==> config.mk <==
export PLATFORM = sky130hd
export DESIGN_NAME = vga_bounce_circle
export DESIGN_NICKNAME = d
export VERILOG_FILES = /design/src/rtl/vga_bounce_circle.sv
export SDC_FILE = /design/constraint.sdc
export NUM_CORES = 1
export LEC_CHECK = 0
export CAP_MARGIN = 25
export CORE_MARGIN = 2
export CORE_UTILIZATION = 67
export DETAILED_ROUTE_END_ITERATION = 8
export MAX_ROUTING_LAYER = met4
export PLACE_DENSITY = 0.92
export SKIP_LAST_GASP = 1
export SLEW_MARGIN = 10
export SYNTH_ARGS = -nofsm -noshare
export SYNTH_HDL_FRONTEND = slang
export SYNTH_SLANG_ARGS = --single-unit
export TNS_END_PERCENT = 50
==> constraint.sdc <==
create_clock -name PixClk -period 12.1 [get_ports PixClk]
set_clock_uncertainty 0.15 [all_clocks]
set_input_delay 3.025 -clock PixClk [delete_from_list [all_inputs] [get_ports PixClk]]
set_output_delay 3.025 -clock PixClk [all_outputs]
set_load 0.01 [all_outputs]
==> src/rtl/vga_bounce_circle.sv <==
// vga_bounce_circle: VGA timing, pipelined filled-circle renderer and bouncing motion engine
// Ports:
//   PixClk, Rst          pixel clock, asynchronous active-high reset
//   Radius, Step, Pause  circle radius, per-frame step on each axis, motion freeze
//   Colour               circle colour, RGB 3:3:2
//   Hsync, Vsync         sync outputs, delayed two cycles to line up with RGB
//   Red, Green, Blue     pixel colour
//   Hcounter, Vcounter   raw (undelayed) timing counters
//   FrameTick            one-cycle pulse at the start of the first blanking line
//   Led                  Led[0] blinks from a free-running counter, Led[7:1] = 0
module vga_bounce_circle #(
  parameter int H_ACTIVE = 640,
  parameter int H_FP     = 16,
  parameter int H_SYNC   = 96,
  parameter int H_BP     = 48,
  parameter int V_ACTIVE = 480,
  parameter int V_FP     = 10,
  parameter int V_SYNC   = 2,
  parameter int V_BP     = 33,
  parameter int SYNC_POL = 0,
  parameter int R_W      = 8,
  parameter int STEP_W   = 4,
  parameter int BLINK_W  = 21
) (
  input  logic              PixClk,
  input  logic              Rst,
  input  logic [R_W-1:0]    Radius,
  input  logic [STEP_W-1:0] Step,
  input  logic              Pause,
  input  logic [7:0]        Colour,
  output logic              Hsync,
  output logic              Vsync,
  output logic [2:0]        Red,
  output logic [2:0]        Green,
  output logic [1:0]        Blue,
  output logic [9:0]        Hcounter,
  output logic [9:0]        Vcounter,
  output logic              FrameTick,
  output logic [7:0]        Led
);
  localparam int H_TOTAL = H_ACTIVE + H_FP + H_SYNC + H_BP;
  localparam int V_TOTAL = V_ACTIVE + V_FP + V_SYNC + V_BP;
  localparam logic [9:0]  H_LAST = 10'(H_TOTAL - 1);
  localparam logic [9:0]  V_LAST = 10'(V_TOTAL - 1);
  localparam logic [9:0]  V_TICK = 10'(V_ACTIVE);
  // 11-bit bounds so a sync pulse ending exactly at 1024 still compares correctly
  localparam logic [10:0] H_ACT  = 11'(H_ACTIVE);
  localparam logic [10:0] V_ACT  = 11'(V_ACTIVE);
  localparam logic [10:0] HS_ON  = 11'(H_ACTIVE + H_FP);
  localparam logic [10:0] HS_OFF = 11'(H_ACTIVE + H_FP + H_SYNC);
  localparam logic [10:0] VS_ON  = 11'(V_ACTIVE + V_FP);
  localparam logic [10:0] VS_OFF = 11'(V_ACTIVE + V_FP + V_SYNC);
  localparam logic        IDLE   = (SYNC_POL == 0);

  logic [9:0]         h, v;
  logic [9:0]         cx, cy;
  logic               dir_x, dir_y;
  logic [R_W-1:0]     r_lat;
  logic [7:0]         col_lat;
  logic [9:0]         adx, ady;
  logic               act1, hs1, vs1;
  logic               hs_raw, vs_raw, act_raw;
  logic [20:0]        dist_sq, r_sq;
  logic [10:0]        nx, ny;
  logic [BLINK_W-1:0] blink;

  // Returns {direction, centre} for one axis after a frame step.
  // Direction 1 means moving towards larger coordinates.
  function automatic logic [10:0] axis_next(input logic [9:0] c, input logic pos,
                                            input int r, input int s, input int act);
    int ci, lim;
    ci  = int'(c);
    lim = act - 1 - r;
    if (2 * r >= act) return {pos, 10'(act / 2)};
    if (pos) return (ci + s >= lim) ? {1'b0, 10'(lim)} : {1'b1, 10'(ci + s)};
    return (ci <= r + s) ? {1'b1, 10'(r)} : {1'b0, 10'(ci - s)};
  endfunction

  assign Hcounter  = h;
  assign Vcounter  = v;
  assign FrameTick = (h == 10'd0) && (v == V_TICK);
  assign Led       = {7'd0, blink[BLINK_W-1]};

  assign act_raw = ({1'b0, h} < H_ACT) && ({1'b0, v} < V_ACT);
  assign hs_raw  = ({1'b0, h} >= HS_ON && {1'b0, h} < HS_OFF) ? ~IDLE : IDLE;
  assign vs_raw  = ({1'b0, v} >= VS_ON && {1'b0, v} < VS_OFF) ? ~IDLE : IDLE;

  assign dist_sq = 21'(adx) * 21'(adx) + 21'(ady) * 21'(ady);
  assign r_sq    = 21'(r_lat) * 21'(r_lat);

  // Motion uses the radius being latched this tick so a larger radius is clamped at once
  assign nx = axis_next(cx, dir_x, int'(Radius), int'(Step), H_ACTIVE);
  assign ny = axis_next(cy, dir_y, int'(Radius), int'(Step), V_ACTIVE);

  always_ff @(posedge PixClk or posedge Rst) begin
    if (Rst) begin
      h <= '0;
      v <= '0;
    end else begin
      h <= (h == H_LAST) ? '0 : h + 10'd1;
      if (h == H_LAST) v <= (v == V_LAST) ? '0 : v + 10'd1;
    end
  end

  // Stage 1: distances from the centre, active flag and raw sync levels
  always_ff @(posedge PixClk or posedge Rst) begin
    if (Rst) begin
      adx  <= '0;
      ady  <= '0;
      act1 <= 1'b0;
      hs1  <= IDLE;
      vs1  <= IDLE;
    end else begin
      adx  <= (h >= cx) ? h - cx : cx - h;
      ady  <= (v >= cy) ? v - cy : cy - v;
      act1 <= act_raw;
      hs1  <= hs_raw;
      vs1  <= vs_raw;
    end
  end

  // Stage 2: inside test and colour, syncs kept in step with the pixel
  always_ff @(posedge PixClk or posedge Rst) begin
    if (Rst) begin
      {Red, Green, Blue} <= 8'h00;
      Hsync              <= IDLE;
      Vsync              <= IDLE;
    end else begin
      {Red, Green, Blue} <= (act1 && dist_sq <= r_sq) ? col_lat : 8'h00;
      Hsync              <= hs1;
      Vsync              <= vs1;
    end
  end

  // Frame update happens in vertical blanking, so the visible image never tears
  always_ff @(posedge PixClk or posedge Rst) begin
    if (Rst) begin
      cx      <= 10'(H_ACTIVE / 2);
      cy      <= 10'(V_ACTIVE / 2);
      dir_x   <= 1'b1;
      dir_y   <= 1'b1;
      r_lat   <= '0;
      col_lat <= '0;
    end else if (FrameTick) begin
      r_lat   <= Radius;
      col_lat <= Colour;
      if (!Pause) begin
        {dir_x, cx} <= nx;
        {dir_y, cy} <= ny;
      end
    end
  end

  always_ff @(posedge PixClk or posedge Rst) begin
    if (Rst) blink <= '0;
    else     blink <= blink + 1'b1;
  end
endmodule

After elaboration in Yosys (flattened, before gate mapping)
Cells that the tools add are included.
{"block": "classes", "addsub": 15, "mul": 3, "magnitude_cmp": 15, "eq_ne": 3, "mux": 25, "bitwise": 1, "n_reduce_logical": 7}
{"operator": "11-bit 2-to-1 mux", "count": 12}
{"operator": "10-bit by 10-bit multiplier with 20-bit output", "count": 2}
{"operator": "10-bit 2-to-1 mux", "count": 4}
{"operator": "10-bit subtractor", "count": 4}
{"operator": "11-bit by 32-bit <= comparator with 1-bit output", "count": 1}
{"operator": "10-bit by 4-bit adder with 11-bit output", "count": 2}
{"operator": "20-bit by 20-bit adder with 21-bit output", "count": 1}
{"operator": "21-bit by 1-bit adder with 21-bit output (second input constant)", "count": 1}
{"operator": "21-bit by 16-bit <= comparator with 1-bit output", "count": 1}
{"operator": "10-bit by 1-bit adder with 10-bit output (second input constant)", "count": 2}
{"operator": "10-bit equality test (second input constant)", "count": 2}
{"operator": "10-bit >= comparator", "count": 2}
{"operator": "10-bit less-than comparator (second input constant)", "count": 2}
{"operator": "10-bit by 9-bit less-than comparator with 1-bit output (second input constant)", "count": 2}
{"operator": "10-bit by 4-bit subtractor with 10-bit output", "count": 2}
{"operator": "8-bit by 8-bit multiplier with 16-bit output", "count": 1}
{"operator": "12-bit by 10-bit >= comparator with 1-bit output", "count": 1}
{"operator": "12-bit by 11-bit >= comparator with 1-bit output", "count": 1}
{"operator": "10-bit by 8-bit subtractor with 11-bit output (first input constant)", "count": 1}
{"operator": "10-bit by 9-bit equality test with 1-bit output (second input constant)", "count": 1}
{"operator": "10-bit >= comparator (second input constant)", "count": 1}
{"operator": "10-bit by 9-bit >= comparator with 1-bit output (second input constant)", "count": 1}
{"operator": "9-bit by 10-bit >= comparator with 1-bit output (second input constant)", "count": 1}
{"operator": "10-bit by 9-bit <= comparator with 1-bit output", "count": 1}
{"operator": "9 further kinds", "count": 20}
{"block": "totals", "regBits": 112, "input_bits": 23, "output_inout_bits": 39, "wordCells": 88}

Depth between registers and ports, before layout
Gate-level depths: netlist of run 1.
{"block": "logic_depth", "depth_word": 6, "depth_mapped": 33, "depth_no_buf": 32}

Least setup slack after synthesis of run 1
OpenSTA, ideal clock, no wires.
{"block": "synth_path", "path_type": "register -> register", "start": "register ady[0]", "end": "register Blue[0]", "setup_ns": 0.067, "arrival_time_ns": 7.563, "t_required_ns": 11.883, "slack_ns": 4.320, "path_stages_with_launch": 29, "n_path_buf": 1, "synth_period_minus_slack_ns": 7.780, "cell_sequence": "dfrtp_1 > clkbuf_1 > nand2_1 > fa_1 > fa_1 > inv_1 > fa_1 > fa_1 > fa_1 > fa_1 > inv_1 > fa_1 > inv_1 > ha_1 > a21o_1 > a21o_1 > a21oi_1 > a21boi_0 > o21ai_0 > nor2_1 > nor3_1 > ha_1 > a2111oi_0 > o211a_1 > o31ai_1 > a221oi_1 > o31ai_1 > and4bb_1 > and3_1"}
{"block": "synth_between", "elab_chain_cells": 5}
{"element": "from (decl)", "line": "60", "rtl": "logic [9:0] adx, ady;"}
{"element": "from (signal assigned)", "line": "115", "rtl": "ady <= (v >= cy) ? v - cy : cy - v;"}
{"element": "10-bit by 10-bit multiplier with 20-bit output", "line": "88", "rtl": "assign dist_sq = 21'(adx) * 21'(adx) + 21'(ady) * 21'(ady);"}
{"element": "20-bit by 20-bit adder with 21-bit output", "line": "88"}
{"element": "21-bit by 16-bit <= comparator with 1-bit output", "line": "129", "rtl": "{Red, Green, Blue} <= (act1 && dist_sq <= r_sq) ? col_lat : 8'h00;"}
{"element": "1-bit logical AND", "line": "129"}
{"element": "8-bit 2-to-1 mux", "line": "129"}
{"element": "to (signal assigned)", "line": "129"}
{"element": "to (decl)", "line": "35", "rtl": "output logic [1:0] Blue,"}
No other way between the ends.
A chain may end at the register's enable or synchronous reset.

Worst setup path in the final report of run 1
{"block": "layout_path", "start": "register ady[7]", "end": "register Blue[0]"}
Same word-level chain as after synthesis.

==> metrics.md, run 1 <==
| Metric | Value |
|---|---|
| Mapped cell area | `0.01580 mm^2` |
| Yosys warning count | `0` |
| Pin count of the biggest net entering global routing | `slightly above 60` |
| Maximum buffer depth of the clock tree | `2` |
| Startpoint Class | `flip-flop` |
| Mux contribution to synthesized area | `about 2.4%` |
| Post-CTS Setup Repair Bufs | `0` |
| Status | `finished, final reports clean` |
| Gr usage total | `between 30% and 40%` |
| WHS Path Cells | `0` |
| Worst Tran Pin Value | `~1.0 ns` |
| Hold_buf cts | `0` |
| Reg clk slew, reported paths | `roughly 0.08 ns` |
| Layout area overhead | `6.930%` |
| Busiest grt layer | `met2` |
| M1 GR Usage | `roughly 40%` |
| Largest area contributor in the netlist | `fa_1` |
| Critical Path Stages | `29` |
| Max FO, Critical Path | `12` |
| Number of synthesized flops with an enable pin | `0` |
| Worst path slowest cell | `dfrtp_1` |
| Clock root buffer | `clkbuf_16` |
| Synth cell count leaders | `297 x inv_1, 233 x ha_1, 162 x fa_1` |
| Post-synthesis simple-gate area fraction | `about 15%` |
| Ports | `between 60 and 70` |
| Placer Congestion | `between 0.9 and 1` |
| Placed Cells | `approximately 2.1k` |
| WP buf/inv | `5` |
| CP Capture Type | `flip-flop` |
| DRT antenna net count | `0` |
| Register area share after synthesis | `17.83%` |
| Rel. slew slack | `between 30% and 40%` |
| Drt via density | `5.978` |
| Post-detail-place hpwl | `30.63 mm` |
| Largest family of logic cells by synthesized area | `adder cells` |
| Seq cells post-synth | `112` |
| Final setup violation count | `0` |
| Met2 usage | `roughly 56%` |
| Per-cell routed wire length | `18.08 um` |
| Synth Area in Adders | `between 30% and 40%` |
| RSZ-0062 raised after global routing | `no` |
| Post-synthesis area per instance | `roughly 9 um^2` |
| Final Cycle Share | `69.69%` |
| Top_reg_cell synth | `dfrtp_1` |
| Leakage | `~8.4 nW` |
| Largest cells by area after synthesis | `fa_1 21%, ha_1 18%, dfrtp_1 16%` |
| R2R cell count | `29` |
| Max frequency | `approximately 120 MHz` |
| First-pass GRT wire length | `63.42 mm` |
| 1st-iter DRT viols | `around 900` |
| Reg area | `roughly 0.0028 mm^2` |
| Worst Hold Class | `reg -> reg` |
| Hold WS | `about 0.23 ns` |
| Clock latency at the later pin of the worst-skew pair | `between 0.3 and 0.4 ns` |
| Height of the die | `roughly 160 um` |
| Initial antenna violation count | `2` |
| 1st-pass router iterations | `7` |
| CP peak stage delay | `slightly below 0.6 ns` |
| Starting Density | `about two thirds` |
| Post-Synth XOR/XNOR Area | `6.320%` |
| Fill cell count | `around 1.6k` |
| Top-area cell type share of the netlist area | `20.53%` |
| Number of global-route vias before repair | `13.26k` |
| Multi-input logic area | `0.01166 mm^2` |
| Layout cell share with drive strength beyond 1 | `between 3 and 4%` |
| Via count | `~13k` |
| Fin. Hold Viols | `0` |
| Port bufs | `between 50 and 60` |
| CTS H-tree depth | `3` |
| Post-CTS Resized | `0` |
| Crit path max-delay family | `adder cells` |
| Max-capacitance violation count | `0` |
| Total power | `between 5 and 6 mW` |
| Die ar. | `0.02483 mm^2` |
| Total CTS buffers | `9` |
| Post-Layout Cell Count | `between 2k and 2.5k` |
| Post-synthesis compound-gate area fraction | `between 10% and 20%` |
| Core Area | `0.02333 mm^2` |
| Pwr per Cell Area | `between 200 and 300 mW/mm^2` |
| Dpl ws | `~3.7 ns` |
| Drt total wl | `38.06 mm` |
| TNS Setup | `0 ns` |
| Min cycle time layout | `about 8.4 ns` |
| Cell variety after synth | `between 70 and 80` |
| VDD IR-drop max | `between 0.4 and 0.5 mV` |
| Worst Slack Setup Final | `3.668 ns` |
| Count leader, synth | `inv_1` |
| Fin. max-slew vios | `0` |
| WP data arrival | `8.60 ns` |
| Sink Count | `around 110` |
| CTS tree | `built` |
| FP Rows | `between 50 and 60` |
| Critical Path RT | `12.26 ns` |
| Async set-reset flop share out of synthesis | `between 90% and 100%` |
| Nets | `~2.2k` |
| Most used cell, CP | `fa_1` |
| Placed Area | `~0.017 mm^2` |
| GRT met3 Usage | `under 10%` |
| Total grt overflow | `0` |
| Post-layout util | `between 70% and 80%` |
| Mapped Cells | `1750` |
| Final instance area | `between 0.015 and 0.02 mm^2` |
| CP Class | `reg -> reg` |
| Drt drc | `0` |
| Die W | `about 160 um` |
## placed cells by master (no fill, tap or decap), types with 5 or more instances in the layout
master / netlist / layout
a211oi_1: 10 / 10
nand2b_1: 24 / 24
nor2b_1: 18 / 18
o21ai_0: 77 / 76
mux2i_1: 26 / 26
nand4_1: 27 / 27
dfstp_2: 12 / 12
o21bai_1: 9 / 9
nand3_1: 27 / 27
a21oi_1: 71 / 71
a21o_1: 33 / 33
o31ai_1: 10 / 10
xnor2_1: 85 / 85
buf_4: 8 / 7
conb_1: 1 / 7
clkdlybuf4s50_1: 0 / 54
mux2_2: 10 / 10
xor2_1: 29 / 29
o21a_1: 7 / 7
ha_1: 233 / 233
a22oi_1: 10 / 10
inv_1: 297 / 296
clkbuf_16: 0 / 9
nor3_1: 23 / 23
fa_1: 162 / 162
and3_1: 21 / 21
o22ai_1: 7 / 7
nor4_1: 7 / 7
or3_1: 10 / 10
dfrtp_1: 100 / 100
and2_1: 68 / 68
nor2_1: 80 / 80
nand2_1: 143 / 143
a31oi_1: 5 / 5
## routing by layer
metal / share of wire, % / up-vias
met3: 6.3 / 138
met1: 39 / 6113
met4: 5.1 / 0
met5: 0 / -
li1: - / 5774
met2: 50 / 559
## power breakdown
part | total, mW | switching (mW) | internal (mW) | leakage (nW)
clock | 0.307 | 0.161 | 0.146 | 0.147
combinational | 4.29 | 2.44 | 1.85 | 6.94
sequential | 0.434 | 0.0333 | 0.401 | 1.36
total | 5.03 | 2.64 | 2.39 | 8.45
## final timing paths
| kind | startpoint | slack, ns | to |
|---|---|---|---|
| max | ady[7] | 3.67 | Blue[0] |
| min | hs1 | 0.23 | Hsync |
| max reg2reg | ady[7] | 3.67 | Blue[0] |
| min reg2reg | hs1 | 0.23 | Hsync |
| max in group asynchronous | Rst | 7.59 | cy[3] |
| min in group asynchronous | Rst | 2.95 | col_lat[0] |
## worst reg2reg max path, delay by kind of cell (launching register included)
kind                       cells  cell delay (ns)
AOI/OAI and AO/OA             10             2.07
and+or+nand+nor                5             1.03
DFF                            1             0.58
adders and majority gates      9             4.17
buffers and inverters          5             0.36
## cell type report
cell class              instances  share of cell area [%]
clock inverters                 7                  0.4148
clock buffers                   9                   1.333
multi-input cells            1296                   69.00
well taps                     319                   2.363
diodes                          2                 0.02963
repair buffers                 62                   3.540
flip-flops and latches        112                   16.68
inverters                     298                   6.636
## kinds of logic (layout without fill, tap and decap cells)
| family | count (synthesis) | after routing |
|---|---|---|
| flops | 112 | 112 |
| fa+ha+maj | 395 | 395 |
| buf+inv | 348 | 376 |
| other cells | 1 | 9 |
| compound gates | 281 | 281 |
| mux | 36 | 36 |
| xor+xnor | 114 | 114 |
| simple gates | 463 | 463 |
## flip-flops by register name, indices dropped and copies added (netlist names), 2 cells and up
register	cells
col_lat	8
Hcounter	10
r_lat	8
Red	3
Green	3
adx	10
cx	10
cy	10
ady	10
Vcounter	10
blink	21
Blue	2
Power figures use the tool's default switching activity.
==> run 2, diff against run 1 <==
- CORE_UTILIZATION: 67 -> 64
- PLACE_DENSITY: 0.92 -> 0.88
- clock period: 12.1 -> 8.67 ns (I/O delays scaled with it)
==> run 2 against run 1 <==
- critical endpoint is now Green[2]
- hold slack got worse by 0.017 ns
- first-iteration DRC count fell by 8.8%
- global-route usage fell by 2.3 points
==> metrics.md, run 2 (synthesis results as in run 1) <==
| Metric | Value |
|---|---|
| First-pass GRT wire length | `62.78 mm (-1.0%)` |
| Hold path start | `hs1` |
| Number of diodes | `0 (-2)` |
| WP data arrival | `8.34 ns (-0.26 ns)` |
| WHS Path Cells | `0 (unchanged)` |
| Core Area | `0.02425 mm^2 (+3.9%)` |
| Die ar. | `0.02596 mm^2 (+4.6%)` |
| Final Cycle Share | `94.32% (+25 points)` |
| Clock root buffer | `clkbuf_16` |
| Height of the die | `161.1 um (+2.3%)` |
| Total CTS buffers | `9 (unchanged)` |
| Hold_buf cts | `0 (unchanged)` |
| Max frequency | `122.3 MHz (+3.1%)` |
| Placer Congestion | `0.9840 (+1.4%)` |
| Post-detail-place hpwl | `31.30 mm (+2.2%)` |
| TNS Setup | `0 ns (unchanged)` |
| Fin. max-slew vios | `0 (unchanged)` |
| Per-cell routed wire length | `17.91 um (-0.95%)` |
| Sink Count | `112 (unchanged)` |
| Placed Area | `0.01663 mm^2 (+0.23%)` |
| Layout area overhead | `7.405%` |
| CP peak stage delay | `0.59 ns (about the same)` |
| Reg clk slew, reported paths | `0.08 ns (about the same)` |
| Rel. slew slack | `31.54% (-0.15 points)` |
| Ports | `62 (unchanged)` |
| Via count | `12.37k (-1.7%)` |
| Max FO, Critical Path | `10 (-2)` |
| Number of flip-flops in the largest register | `21 (unchanged)` |
| Total power | `7.011 mW (+39%)` |
| Clock latency at the later pin of the worst-skew pair | `0.37 ns (about the same)` |
| Nets | `2201 (+0.18%)` |
| Hold WS | `0.2097 ns (-0.01671 ns)` |
| RR Endpoint | `Green[2]` |
| Final instance area | `0.01697 mm^2 (+0.44%)` |
| CTS H-tree depth | `3 (unchanged)` |
| Fill cell count | `1855 (+15%)` |
| Status | `finished, final reports clean` |
| Startpoint Class | `flip-flop` |
| Worst path slowest cell | `fa_1` |
| Leakage | `8.465 nW (+0.20%)` |
| CP Class | `reg -> reg` |
| Initial antenna violation count | `0 (-2)` |
| 1st-iter DRT viols | `822 (-8.8%)` |
| DRT antenna net count | `0 (unchanged)` |
| Drt drc | `0 (unchanged)` |
| Worst Hold Class | `reg -> reg` |
| Total grt overflow | `0 (unchanged)` |
| Dpl ws | `0.2019 ns (-3.537 ns)` |
| Max-capacitance violation count | `0 (unchanged)` |
| R2R Path Start | `adx[7]` |
| Maximum buffer depth of the clock tree | `2 (unchanged)` |
| Commonest non-fill, non-tap cell in the layout | `inv_1` |
| Layout cell share with drive strength beyond 1 | `4.083% (+0.83 points)` |
| Busiest grt layer | `met2` |
| GRT met3 Usage | `2.465% (-2.4 points)` |
| Drt via density | `5.858 (-2.0%)` |
| Worst Slack Setup Final | `0.4921 ns (-3.176 ns)` |
| CTS tree | `built` |
| 1st-pass router iterations | `6 (-1)` |
| CP Capture Type | `flip-flop` |
| Gr usage total | `31.19% (-2.3 points)` |
| RSZ-0062 raised after global routing | `no` |
| Top reg by flops | `blink` |
| FP Rows | `57 (+1.8%)` |
| Pwr per Cell Area | `413.2 mW/mm^2 (+39%)` |
| Pin count of the biggest net entering global routing | `73 (+20%)` |
| Die W | `161.1 um (+2.3%)` |
| Final setup violation count | `0 (unchanged)` |
| Worst Tran Pin Value | `1.021 ns (+0.004456 ns)` |
| Starting Density | `65.15% (-2.6 points)` |
| Drt total wl | `37.82 mm (-0.62%)` |
| R2R cell count | `29 (unchanged)` |
| Worst hold endpoint | `Hsync` |
| Most used cell, CP | `fa_1` |
| Fin. Hold Viols | `0 (unchanged)` |
| VDD IR-drop max | `0.7169 mV (+45%)` |
| Min cycle time layout | `8.178 ns (-0.2544 ns)` |
| Commonest non-fill, non-tap cells in the layout | `296 x inv_1, 233 x ha_1, 162 x fa_1` |
| Critical Path RT | `8.83 ns (-3.43 ns)` |
| Port bufs | `54 (unchanged)` |
| M1 GR Usage | `37.15% (-3.0 points)` |
| Number of global-route vias before repair | `12.95k (-2.3%)` |
| Met2 usage | `53.96% (-2.0 points)` |
| Reg2Reg Setup Slack | `0.49 ns (-3.18 ns)` |
[run 2: cell count changes in the layout (fill, tap and decap cells not counted), moves of 2 or more]
cell / delta
buf_4: +3
dfrtp_1: -8
dfrtp_2: +8
diode_2: -2
[run 2: cell type report]
| type | instances | area [um^2] | share of cell area (%) |
|---|---|---|---|
| Clock buffer | 9 | 225.2 | 1.327 |
| Clock inverter | 7 | 75.07 | 0.4424 |
| Inverter | 298 | 1121 | 6.607 |
| Multi-Input combinational cell | 1296 | 11670 | 68.75 |
| Sequential cell | 112 | 2828 | 16.66 |
| Tap cell | 324 | 405.4 | 2.389 |
| Timing Repair Buffer | 66 | 648.1 | 3.819 |
[run 2: what timing repair did]
item / CTS / global route
hold endpoints to repair: 0 / 0
setup endpoints to repair: 0 / 8
buffers inserted: 0 / 0
resized for setup: 0 / 12
[run 2: routing by layer]
layer	part of all wire, %	vias to the layer above	wire, um
li1	-	5786	-
met1	40	6037	15100
met5	0	-	0
met2	50	433	18970
met3	4.9	116	1863
met4	5.0	0	1889
[run 2: how the worst max path moves through the flow]
| stage | startpoint | endpoint |
|---|---|---|
| floorplan | ady[0] | Blue[0] |
| global placement | ady[0] | Green[1] |
| detailed placement | ady[0] | Green[2] |
| CTS | ady[0] | Green[2] |
| global route | ady[8] | Red[2] |
| finish | adx[7] | Green[2] |
[run 2: worst max-delay path, delay by kind of cell (launching register included)]
kind / cells / cell delay, ns
compound gates: 9 / 1.77
buf+inv: 4 / 0.21
simple gates: 7 / 1.31
flops: 1 / 0.49
fa+ha+maj: 9 / 4.22
[run 2: where the power goes]
| part | switching [mW] | internal (mW) |
|---|---|---|
| logic | 3.40 | 2.58 |
| clock network | 0.221 | 0.205 |
| registers | 0.0407 | 0.560 |
[run 2: metrics by stage]
| step | util [%] | instances |
|---|---|---|
| 2_1_floorplan | - | 1756 |
| 3_3_place_gp | 68.55 | 2094 |
| 3_5_place_dp | 68.57 | 2095 |
| 4_1_cts | 69.81 | 2111 |
| 5_1_grt | 69.98 | 2112 |
| 6_report | 69.98 | 2112 |
